===== src/rtl/sat_counter.sv =====
// Saturating up-counter with a synchronous clear that overrides a coincident increment.
module sat_counter #(
    parameter int CNT_W = 16
) (
    input  logic             clk,
    input  logic             rst,
    input  logic             inc,
    input  logic             clr,
    output logic [CNT_W-1:0] count
);
    logic [CNT_W-1:0] count_reg;

    always_ff @(posedge clk) begin
        if (rst || clr) begin
            count_reg <= '0;
        end else if (inc && (count_reg != {CNT_W{1'b1}})) begin
            count_reg <= count_reg + 1'b1;
        end
    end

    assign count = count_reg;
endmodule


===== config.mk =====
export PLATFORM = sky130hd
export DESIGN_NAME = sat_counter
export DESIGN_NICKNAME = d
export VERILOG_FILES = /design/src/rtl/sat_counter.sv
export SDC_FILE = /design/constraint.sdc
export NUM_CORES = 1
export LEC_CHECK = 0
export BUFFER_PORTS_ARGS = -buffer_cell sky130_fd_sc_hd__buf_2
export CORE_AREA = 2 2 53 55
export DETAILED_ROUTE_END_ITERATION = 6
export DIE_AREA = 0 0 55 57
export PLACE_DENSITY = 0.52
export SYNTH_ARGS = -nofsm -noshare
export SYNTH_HDL_FRONTEND = slang
export SYNTH_SLANG_ARGS = --single-unit

===== constraint.sdc =====
create_clock -name clk -period 1.6 [get_ports clk]
set_input_delay 0.08 -clock clk [delete_from_list [all_inputs] [get_ports clk]]
set_output_delay 0.08 -clock clk [all_outputs]
set_load 0.03 [all_outputs]

* Word-level counts from Yosys, hierarchy flattened *
Cells that the tools add are included.

word-level totals
  register bits after elaboration = 16
  latch bits = 0
  RAM bits = 0
  ROM bits = 0
  input bits = 4
  output and inout port bits = 16
  word-level logic and storage cells = 5
  memories = 0

operators by class
  $add $sub $neg = 1
  multiply operators = 0
  divide/modulo/power cells = 0
  order comparisons = 0
  equality and inequality tests = 1
  shift-type cells = 0
  multiplexer cells = 0
  bitwise gates (word level) = 0
  reduce and logical (&&, ||, !) cells = 2

operator list
  cell                                           number
  adder 16 x 1 -> 16 bit, second input constant  1
  != test 16 bit, second input constant          1
  logical AND 1 bit                              1
  logical OR 1 bit                               1

* Logic depth before layout (Yosys ltp) *
  word-level depth = 2
  depth in mapped cells = 5
  mapped depth without buffers = 5

* Worst setup path before layout *
No wires, ideal clock.

  path type = flip-flop to flip-flop
  start point = reg count_reg[0] (netlist: count[0])
  end point = reg count_reg[5] (netlist: count[5])
  setup time = 0.116 ns
  arrival = 1.731 ns
  data required time = 1.484 ns
  path slack = -0.248 ns
  cell stages (with the launch flop) = 5
  cell sequence = dfxtp_1 > ha_1 > nand3_1 > or4_4 > a41o_1

between the ends
  longest elaborated chain between the ends = 2
  elaborated cells on any way between the ends = 3

ends and longest elaborated chain
  element                                                         line  source
  start, declared                                                 11    logic [CNT_W-1:0] count_reg;
  start signal, assigned                                          17    count_reg <= count_reg + 1'b1;
  branches (longest 2 deep; another with adder 16 x 1 -> 16 bit)  -

Parallel ways; which one is timed is not known.
A chain may end at the register's enable or synchronous reset.

* Worst setup path in the final report *
  start point = reg count_reg[1] (netlist: count[1])
  end point = reg count_reg[14] (netlist: count[14])

The elaborated chain is that of the path after synthesis.

==> flow_summary.toml <==
[outcome]
outcome = "complete, no violations"

[yosys]
synth_top_area_cell = "dfxtp_1"
ys_warn_count = 0
yosysTopAreaCellShare_pct = 37.8
syn_area_um2 = 847
ys_seq_area_share_pct = 37.8
yosys_register_bits = 16
postSynthAreaPerCell_um2 = 8.92
synthArstFlopShare_pct = 0
yosysMostFrequentCell = "dfxtp_1"
synth_nets = 100
synth_cells = 95
yosys-top-cells-count = "dfxtp_1, a21oi_1, nor2_1"
synth.area.top_cells = "dfxtp_1, a21oi_1, a41o_1"
synth-edff-count = 0
ys.flop_type = "dfxtp_1"
synth_cell_types = 30

[power_and_ir_drop]
irDropWorstVdd_v = 0.000416
p_sw_uw = 149
internal_power_uw = 504
fin_total_pwr_uw = 654
power_density_mw_per_mm2 = 541
p_leak_nw = 0.506
p_comb_share_pct = 5.6
seqPwrFrac_pct = 60.5
p_clk_share_pct = 33.8
swShare_pct = 22.8

[timing]
hold_viol = 0
fmax_mhz = 641
drv_slew = 0
worst_pin_slew_ns = 0.358
fin_crit_ns = 1.56
finalSetupViolations = 0
rsz0062_at_grt = "true"
setup_ws_ns = 0.0409
fin_tns_setup_ns = 0
whs_ns = 0.114
period_share_pct = 97.4
skew_ns = 0.00241
relSlewSlack_pct = 76.0

[worst_setup_path]
critical-path-max-stage-delay_ns = 0.38
worstSetupStartpointType = "flop"
rr_startpoint = "count[1]"
cpMaxStageDelayCell = "or3_1"
path_depth = 6
crit_path_end_kind = "flop"
r2r_slack_ns = 0.04
required_ns = 1.82
crit_start = "count[1]"
critPathMaxFanout = 3
crit_type = "flop to flop"
r2r_cells = 6
crit_buf_inv = 1
crit_path_end = "count[14]"
r2r_end = "count[14]"
crit_arrival_ns = 1.77
crit_family = "simple AND/OR/NAND/NOR gates"
crit_chain = "ha_4, buf_6, nand4_1, a41o_1, or3_1, a21oi_2"

[place]
io_buffers = 19
place_inst = 153
gp_congestion = 0.695
placed_cell_area_mm2 = 0.00107
place_ws_ns = -0.0236
dp_hpwl_mm = 1.52

[die]
start_util_pct = 32.4
die_area_mm2 = 0.00314
io_pins = 20
rows = 19
die_y_um = 57
core_mm2 = 0.00262
die_x_um = 55

[detailed_routing]
post_drt_wl_per_cell_um = 13.1
via_per_inst = 5.45
drt_iter0_markers = 15
dr.pass1.iters = 4
vias = 866
drc = 0
wl_mm = 2.08
detail-route-antenna-nets = 0

[cts]
cts_htree_levels = 1
clock-sinks = 16
clk_latency_ns = 0.28
cts_buffers = 3
cts.clk_slew.worst_paths_ns = 0.09
cts_tree = "yes"
cts_root_buf = "clkbuf_4"
clockBufferDepth = 2
holdBufCountCts = 0

[global_routing]
antenna_found_initial = 0
globalRouteOverflowTotal = 0
grt_pass1_vias = 763
track_usage_pct = 14.9
grt_pass1_wl_mm = 3.51
grt_max_degree = 16

[layout]
drive_above_1_share_pct = 53.9
antenna_cells = 0
fin_area_mm2 = 0.00121
syn_to_final_growth_pct = 42.7
final_cells = 159
postLayoutCoreUtil_pct = 46.2
nets = 134
nFillCells = 271
largest_reg_flops = 16

[worst_hold_path]
hold_class = "primary input to flop"

[run]
drv_cap = 0
==> cell type report <==
cell class	instances	area (um2)	share of cell area [%]
flip-flops and latches	16	350	29.0
well taps	31	38.8	3.21
inverters	1	3.75	0.311
repair buffers	32	196	16.3
multi-input cells	75	593	49.1
clock buffers	4	26.3	2.17
==> cell families after synthesis <==
family	count (synthesis)	synth area share, %
AO/OA/AOI/OAI	27	21.9
XOR/XNOR	3	3.10
adder cells (fa/ha/maj)	1	1.48
buffers and inverters	4	1.92
flip-flops	16	37.8
AND/OR/NAND/NOR	44	33.8
==> worst register-to-register path, delay by kind of cell (launching register included) <==
kind / cells / cell delay, ns
compound gates: 2 / 0.37
fa+ha+maj: 1 / 0.14
buf+inv: 1 / 0.09
flops: 1 / 0.37
simple gates: 2 / 0.53
==> cell usage in the layout (no fill, tap or decap), drive strengths merged <==
master	netlist	routed
a31oi	3	3
nor3	1	1
ha	1	1
xor2	2	2
inv	1	1
o211a	1	1
and4	4	4
clkbuf	3	4
or3	5	5
or4	4	4
a211oi	1	1
and2	2	2
nand4	7	7
nand3	5	5
buf	0	32
or2	1	1
a41o	4	4
and3	1	1
nor2	7	7
nor4	1	1
xnor2	1	1
dfxtp	16	16
o41ai	1	1
o21ai	5	5
nand2	6	6
o31ai	3	3
a21oi	9	9
==> worst min path at each step <==
stage	from	to	slack (ns)	depth (start not counted)
after floorplan	inc	count[1]	0.23	2
after global placement	inc	count[1]	0.41	3
after detailed placement	inc	count[1]	0.42	3
after CTS	inc	count[1]	0.11	3
after global routing	inc	count[1]	0.11	3
final	inc	count[1]	0.11	3
==> layer usage <==
layer | global-route usage, % | wire length, um
met5 | 0 | 0
met4 | 5.23 | 15
met3 | 2.36 | 65
met2 | 23.1 | 1030
met1 | 20.8 | 968
==> power groups by stage <==
stage                     sequential (mW)  combinational (mW)  clock (mW)
after floorplan                     0.412              0.0151           0
after global placement              0.407              0.0353           0
after detailed placement            0.408              0.0352           0
after CTS                           0.399              0.0358       0.234
after global routing                0.396              0.0417       0.253
final                               0.396              0.0369       0.221
==> timing repair <==
action                                  4_1_cts  5_1_grt
resized for setup                             3       15
buffers inserted                              0        2
pin swaps                                     2       10
endpoints found under the setup margin        3        9
Power figures use the tool's default switching activity.
